[src/rtl/ps2_mouse_packet_rx_pkg.sv]
// ps2_mouse_packet_rx_pkg
//   Shared definitions for the PS/2 mouse receive path: the frame FSM state
//   encoding, the bit positions of the fields in packet byte 0, the frame
//   length, the decoded packet record, and the helper that turns three raw
//   bytes into that record.
package ps2_mouse_packet_rx_pkg;

    typedef enum logic [1:0] {
        FRM_IDLE   = 2'd0,
        FRM_DATA   = 2'd1,
        FRM_PARITY = 2'd2,
        FRM_STOP   = 2'd3
    } frame_state_t;

    // Byte 0 field positions
    localparam int B0_SYNC  = 3;
    localparam int B0_XSIGN = 4;
    localparam int B0_YSIGN = 5;
    localparam int B0_XOVF  = 6;
    localparam int B0_YOVF  = 7;

    // start + 8 data + parity + stop
    localparam int PS2_FRAME_LEN = 11;
    localparam int PS2_DATA_BITS = PS2_FRAME_LEN - 3;

    typedef struct packed {
        logic [2:0] buttons;
        logic [8:0] dx;
        logic [8:0] dy;
        logic       x_ovf;
        logic       y_ovf;
    } mouse_pkt_t;

    function automatic mouse_pkt_t decode_packet(input logic [7:0] b0,
                                                 input logic [7:0] b1,
                                                 input logic [7:0] b2);
        mouse_pkt_t p;
        p.buttons = b0[2:0];
        p.dx      = {b0[B0_XSIGN], b1};
        p.dy      = {b0[B0_YSIGN], b2};
        p.x_ovf   = b0[B0_XOVF];
        p.y_ovf   = b0[B0_YOVF];
        return p;
    endfunction

endpackage

[src/rtl/ps2_frame_rx.sv]
// ps2_frame_rx
//   Synchronizes the raw PS/2 clock/data lines, detects PS/2 clock falling
//   edges and runs the 11-bit frame FSM (start, 8 data LSB first, odd parity,
//   stop).
// Ports:
//   Clk, Reset      system clock, synchronous active-high reset
//   Ps2_Clk/Data    raw asynchronous PS/2 lines
//   Abort           forces the FSM back to IDLE (timeout from the top)
//   Rx_Byte         assembled data byte, valid while Byte_Valid is high
//   Byte_Valid      combinational pulse: good frame completed this cycle
//   Frame_Err       combinational pulse: bad parity or bad stop bit
//   Fall            combinational pulse: synchronized PS/2 clock falling edge
//   Busy            FSM is not in IDLE
module ps2_frame_rx
    import ps2_mouse_packet_rx_pkg::*;
#(
    parameter int SYNC_STAGES = 2
) (
    input  logic       Clk,
    input  logic       Reset,
    input  logic       Ps2_Clk,
    input  logic       Ps2_Data,
    input  logic       Abort,
    output logic [7:0] Rx_Byte,
    output logic       Byte_Valid,
    output logic       Frame_Err,
    output logic       Fall,
    output logic       Busy
);

    logic [SYNC_STAGES-1:0] clk_sync, data_sync;
    logic                   clk_prev;
    logic                   bit_in;

    // Synchronizer flops idle at the line's released level (1).
    always_ff @(posedge Clk) begin
        if (Reset) begin
            clk_sync  <= '1;
            data_sync <= '1;
            clk_prev  <= 1'b1;
        end else begin
            clk_sync  <= {clk_sync[SYNC_STAGES-2:0], Ps2_Clk};
            data_sync <= {data_sync[SYNC_STAGES-2:0], Ps2_Data};
            clk_prev  <= clk_sync[SYNC_STAGES-1];
        end
    end

    assign Fall   = clk_prev & ~clk_sync[SYNC_STAGES-1];
    assign bit_in = data_sync[SYNC_STAGES-1];

    frame_state_t state, state_nxt;
    logic [2:0]   bit_cnt, bit_cnt_nxt;
    logic [7:0]   shreg, shreg_nxt;
    logic         par_ok, par_ok_nxt;

    always_ff @(posedge Clk) begin
        if (Reset) begin
            state   <= FRM_IDLE;
            bit_cnt <= '0;
            shreg   <= '0;
            par_ok  <= 1'b0;
        end else begin
            state   <= state_nxt;
            bit_cnt <= bit_cnt_nxt;
            shreg   <= shreg_nxt;
            par_ok  <= par_ok_nxt;
        end
    end

    always_comb begin
        state_nxt   = state;
        bit_cnt_nxt = bit_cnt;
        shreg_nxt   = shreg;
        par_ok_nxt  = par_ok;
        Byte_Valid  = 1'b0;
        Frame_Err   = 1'b0;
        case (state)
            FRM_IDLE: begin
                // A start bit of 1 is line noise; stay put.
                if (Fall && !bit_in) begin
                    state_nxt   = FRM_DATA;
                    bit_cnt_nxt = '0;
                end
            end
            FRM_DATA: begin
                if (Fall) begin
                    shreg_nxt = {bit_in, shreg[7:1]};
                    if (bit_cnt == 3'(PS2_DATA_BITS - 1))
                        state_nxt = FRM_PARITY;
                    else
                        bit_cnt_nxt = bit_cnt + 3'd1;
                end
            end
            FRM_PARITY: begin
                if (Fall) begin
                    par_ok_nxt = ^{shreg, bit_in};
                    state_nxt  = FRM_STOP;
                end
            end
            FRM_STOP: begin
                if (Fall) begin
                    if (par_ok && bit_in) Byte_Valid = 1'b1;
                    else                  Frame_Err  = 1'b1;
                    state_nxt = FRM_IDLE;
                end
            end
            default: state_nxt = FRM_IDLE;
        endcase
        // Abort is only raised in cycles without an edge, so it never
        // collides with the pulses above.
        if (Abort) state_nxt = FRM_IDLE;
    end

    assign Rx_Byte = shreg;
    assign Busy    = (state != FRM_IDLE);

endmodule

[src/rtl/ps2_mouse_packet_rx.sv]
// ps2_mouse_packet_rx
//   Assembles 3-byte PS/2 mouse movement packets from the frame receiver and
//   supervises frame/packet progress with a timeout counted in Tick_Clk
//   rising edges.
// Ports:
//   Clk, Reset           system clock, synchronous active-high reset
//   Tick_Clk             slow divided clock, sampled as data
//   Ps2_Clk, Ps2_Data    raw asynchronous PS/2 lines
//   Packet_Valid         1-cycle pulse per accepted packet
//   Buttons/Dx/Dy/X_Ovf/Y_Ovf  decoded packet fields, held between packets
//   Frame_Err            1-cycle pulse per aborted frame or packet
module ps2_mouse_packet_rx
    import ps2_mouse_packet_rx_pkg::*;
#(
    parameter int SYNC_STAGES   = 2,
    parameter int TIMEOUT_TICKS = 3
) (
    input  logic       Clk,
    input  logic       Reset,
    input  logic       Tick_Clk,
    input  logic       Ps2_Clk,
    input  logic       Ps2_Data,
    output logic       Packet_Valid,
    output logic [2:0] Buttons,
    output logic [8:0] Dx,
    output logic [8:0] Dy,
    output logic       X_Ovf,
    output logic       Y_Ovf,
    output logic       Frame_Err
);

    localparam int TW = $clog2(TIMEOUT_TICKS + 1);

    logic [7:0] rx_byte;
    logic       byte_valid, frm_err, fall, busy, abort;

    ps2_frame_rx #(.SYNC_STAGES(SYNC_STAGES)) u_frame (
        .Clk        (Clk),
        .Reset      (Reset),
        .Ps2_Clk    (Ps2_Clk),
        .Ps2_Data   (Ps2_Data),
        .Abort      (abort),
        .Rx_Byte    (rx_byte),
        .Byte_Valid (byte_valid),
        .Frame_Err  (frm_err),
        .Fall       (fall),
        .Busy       (busy)
    );

    // Tick_Clk synchronizer and rising-edge detect
    logic [1:0] tick_sync;
    logic       tick_prev, tick;

    always_ff @(posedge Clk) begin
        if (Reset) begin
            tick_sync <= 2'b11;
            tick_prev <= 1'b1;
        end else begin
            tick_sync <= {tick_sync[0], Tick_Clk};
            tick_prev <= tick_sync[1];
        end
    end

    assign tick = ~tick_prev & tick_sync[1];

    // Timeout supervision
    logic [1:0]    idx;
    logic [TW-1:0] tick_cnt;
    logic          active;

    assign active = busy || (idx != 2'd0);
    // A PS/2 edge in the same cycle as the final tick wins.
    assign abort  = active && !fall && tick && (tick_cnt == TW'(TIMEOUT_TICKS - 1));

    always_ff @(posedge Clk) begin
        if (Reset || fall || !active || abort)
            tick_cnt <= '0;
        else if (tick)
            tick_cnt <= tick_cnt + TW'(1);
    end

    // Packet assembler
    logic [7:0] byte0, byte1;
    mouse_pkt_t pkt;

    always_ff @(posedge Clk) begin
        if (Reset) begin
            idx          <= 2'd0;
            byte0        <= '0;
            byte1        <= '0;
            pkt          <= '0;
            Packet_Valid <= 1'b0;
            Frame_Err    <= 1'b0;
        end else begin
            Packet_Valid <= 1'b0;
            Frame_Err    <= 1'b0;
            if (frm_err || abort) begin
                Frame_Err <= 1'b1;
                idx       <= 2'd0;
            end else if (byte_valid) begin
                case (idx)
                    2'd0: begin
                        // Sync bit keeps the assembler aligned to packet starts.
                        if (rx_byte[B0_SYNC]) begin
                            byte0 <= rx_byte;
                            idx   <= 2'd1;
                        end else begin
                            Frame_Err <= 1'b1;
                        end
                    end
                    2'd1: begin
                        byte1 <= rx_byte;
                        idx   <= 2'd2;
                    end
                    default: begin
                        pkt          <= decode_packet(byte0, byte1, rx_byte);
                        Packet_Valid <= 1'b1;
                        idx          <= 2'd0;
                    end
                endcase
            end
        end
    end

    assign Buttons = pkt.buttons;
    assign Dx      = pkt.dx;
    assign Dy      = pkt.dy;
    assign X_Ovf   = pkt.x_ovf;
    assign Y_Ovf   = pkt.y_ovf;

endmodule

[config.mk]
export PLATFORM = sky130hd
export DESIGN_NAME = ps2_mouse_packet_rx
export DESIGN_NICKNAME = d
export VERILOG_FILES = /design/src/rtl/ps2_mouse_packet_rx_pkg.sv /design/src/rtl/ps2_frame_rx.sv /design/src/rtl/ps2_mouse_packet_rx.sv
export SDC_FILE = /design/constraint.sdc
export NUM_CORES = 1
export LEC_CHECK = 0
export CAP_MARGIN = 20
export CORE_ASPECT_RATIO = 1.2
export CORE_MARGIN = 5
export CORE_UTILIZATION = 30
export CTS_BUF_LIST = sky130_fd_sc_hd__clkbuf_4 sky130_fd_sc_hd__clkbuf_8
export CTS_CLUSTER_SIZE = 25
export DETAILED_ROUTE_END_ITERATION = 10
export GPL_ROUTABILITY_DRIVEN = 0
export PLACE_DENSITY = 0.58
export SETUP_SLACK_MARGIN = 0.2
export SLEW_MARGIN = 0
export SYNTH_ARGS = -nofsm -noshare
export SYNTH_HDL_FRONTEND = slang
export SYNTH_SLANG_ARGS = --single-unit
export TNS_END_PERCENT = 50
[constraint.sdc]
create_clock -name Clk -period 3.73 [get_ports Clk]
set_clock_uncertainty 0.1 [all_clocks]
set_input_delay 0.5595 -clock Clk [delete_from_list [all_inputs] [get_ports Clk]]
set_output_delay 0.5595 -clock Clk [all_outputs]
set_load 0.02 [all_outputs]
==> impl_metrics.csv <==
group,metric,value,unit
final_layout,final_core_util,38.02,%
clock_tree,clockRootBuffer,"clkbuf_8",
job,maxCapViolCount,0,
critical_path,cp_max_fo,24,
clock_tree,post_cts_resize_count,0,
synth,synth_most_common_cell,"dfxtp_1",
global_routing,grt_pass1_wl,8749,um
placement,numPortBuffers,29,
synth,synth_top_area_share,51.87,%
clock_tree,h-tree-depth,3,
global_routing,use_met1,12.69,%
routing,route.detailed.drc,0,
synth,synth_area_leader_cell,"dfxtp_1",
routing,viasPerCell,4.508,
synth,synth_enable_flop_cells,0,
clock_tree,cts_made_buffers,9,
global_routing,grt-ovfl-total,0,
sta,period_needed,2.173,ns
critical_path,end_kind,"flop",
routing,wl_per_cell,12.48,um
synth,synth_warnings,0,
final_layout,num_antenna_cells,0,
die,rows,36,
sta,timing.hold.ws,0.2994,ns
pwr,powerDensity,459.6,mW/mm^2
die,die_x,94.12,um
die,die_y,110.9,um
synth,syn_avg_cell_area,9.297,um^2
sta,drv_slew,0,
synth,ys_seq_elements,66,
sta,setup_tns,0,ns
routing,drtAntennaViolNets,0,
clock_tree,cts_tree,"built",
final_layout,fillers,876,
routing,first_pass_iters,4,
global_routing,globalRouteTotalUtil,10.62,%
synth,ys_seq_area_share,51.87,%
clock_tree,cts.clk_slew.worst_paths,0.07,ns
final_layout,syn_to_final_growth,22.35,%
sta,finalHoldViolCount,0,
final_layout,instances_no_fill,417,
synth,netlist_area,0.002547,mm^2
final_layout,regArea,0.001321,mm^2
synth,ys_async_sr_fraction,0,%
global_routing,gr-usage-met2,16.91,%
critical_path,critPathKind,"reg -> reg",
synth,synthDistinctLibCells,36,
sta,fin_crit_sh,58.26,%
die,io_pins,30,
final_layout,multi_input_area,0.001136,mm^2
global_routing,busiest_layer,"met2",
sta,setup_violations,0,
pwr,fin_total_pwr,1.432,mW
placement,dpl.hpwl,3303,um
global_routing,grt_pass1_vias,1809,
routing,drt_iter0_drc,111,
global_routing,met3_usage,3.055,%
synth,synthCells,274,
routing,wirelength,5204,um
clock_tree,clk_path_buf_depth,2,
critical_path,start_kind,"flop",
worst_hold_path,hold_class,"reg -> reg",
sta,relSlewSlack,29.62,%
synth,synth.area.top_cells,"dfxtp_1 (52%), mux2i_1 (9.0%), nand2_1 (7.4%)",
pwr,leakagePower,1.140,nW
sta,grt_setup_unrepaired,"no",
status,outcome,"complete, no violations",
final_layout,nNetsFinal,311,
clock_tree,postCtsSetupBuffers,0,
die,start_util,31.07,%
synth,syn-num-nets,286,
routing,vias,1880,
global_routing,grt_max_degree,63,
clock_tree,cts_sinks,66,
die,dieArea,0.01044,mm^2
sta,worstMarginPinSlew,1.056,ns
sta,max_clock_freq,0.4601,GHz
critical_path,crit_arrival,2.25,ns
synth,synthTopCellsByCount,"dfxtp_1 (66), nand2_1 (50), nor2_1 (30)",
global_routing,grt_antenna_before_repair,0,
final_layout,drive_above_1_share,9.241,%
clock_tree,holdBufCountCts,0,
placement,dp_cells,402,
critical_path,required,3.80,ns
synth,synth_flop_cell,"dfxtp_1",
pwr,power.ir.vdd_worst,261.5,uV
clock_tree,insertion_delay,0.34,ns
die,core_area,0.008198,mm^2
## path summary, 6_finish.rpt
path / depth (start not counted) / startpoint / to / slack (ns)
max: 5 / u_frame.state[0] / Dx[8] / 1.56
min: 1 / u_frame.clk_sync[0] / u_frame.clk_sync[1] / 0.30
max reg2reg: 5 / u_frame.state[0] / Dx[8] / 1.56
min reg2reg: 1 / u_frame.clk_sync[0] / u_frame.clk_sync[1] / 0.30
## cell type report
| cell class | count | area share (%) |
|---|---|---|
| sequential | 66 | 42.39 |
| tap | 114 | 4.576 |
| clock buffer | 11 | 4.456 |
| clock inverter | 4 | 2.489 |
| multi-input combinational | 189 | 36.45 |
| inverter | 4 | 0.4817 |
| timing repair buffer | 29 | 9.153 |
## critical path, stage by stage (launching register included)
cell	delay [ns]
dfxtp_1	0.40
ha_1	0.20
and3b_1	0.23
nand3_1	0.71
nand2_1	0.27
a21oi_1	0.09
## placed cells by master, fill, tap and decap left out, types with 2 or more instances in the layout
cell             synthesis  layout
a31o_2                   2       2
dfxtp_1                 66      66
clkbuf_4                 0       2
nand2_1                 50      50
a21oi_1                 29      29
mux2i_1                 23      23
nand3_1                  4       4
nor3b_1                  2       2
o21ai_0                  4       4
xor2_1                   2       2
nor2_1                  30      30
nand2b_1                 3       3
clkbuf_8                 0       9
clkinv_4                 0       2
nand3b_1                 3       3
clkdlybuf4s50_1          0      28
inv_1                    4       4
bufinv_16                0       2
xnor2_1                  4       4
or2_2                    8       8
nor2b_1                  2       2
ha_1                     7       7
## cells by family after synthesis
kind of cell / Yosys count / synth area share, %
and+or+nand+nor: 110 / 19.70
DFF: 66 / 51.87
AOI/OAI and AO/OA: 41 / 9.038
muxes: 24 / 9.479
buffers and inverters: 19 / 3.536
xor gates and xnor gates: 7 / 2.947
adders and majority gates: 7 / 3.438
## per-stage QoR
stage | area [um^2] | setup WS [ns]
3_3_place_gp | 2900 | 1.648
5_1_grt | 3117 | 1.304
3_5_place_dp | 2900 | 1.572
4_1_cts | 3117 | 1.555
6_report | 3117 | 1.557
2_1_floorplan | 2547 | 2.182
## report_power, final
group	internal (mW)	leakage, nW	switching (mW)
Sequential	0.711	0.533	0.00568
Combinational	0.0228	0.496	0.0352
Clock	0.390	0.110	0.268
Total	1.12	1.14	0.308
## registers in the layout, indices dropped and copies added (netlist names), 2 cells and up
register and flops:
Buttons 3, Dx 9, Dy 9, byte0 7, byte1 8, idx 2
tick_cnt 2, tick_sync 2, u_frame.Rx_Byte 8, u_frame.bit_cnt 3, u_frame.clk_sync 2, u_frame.data_sync 2
u_frame.state 2
## metal layers
metal  wire length (um)  up-vias
met5                  0        -
met4                119        0
met3                194       10
met2               2498       30
met1               2391      878
li1                   -      962
(Power assumes the default switching activity.)
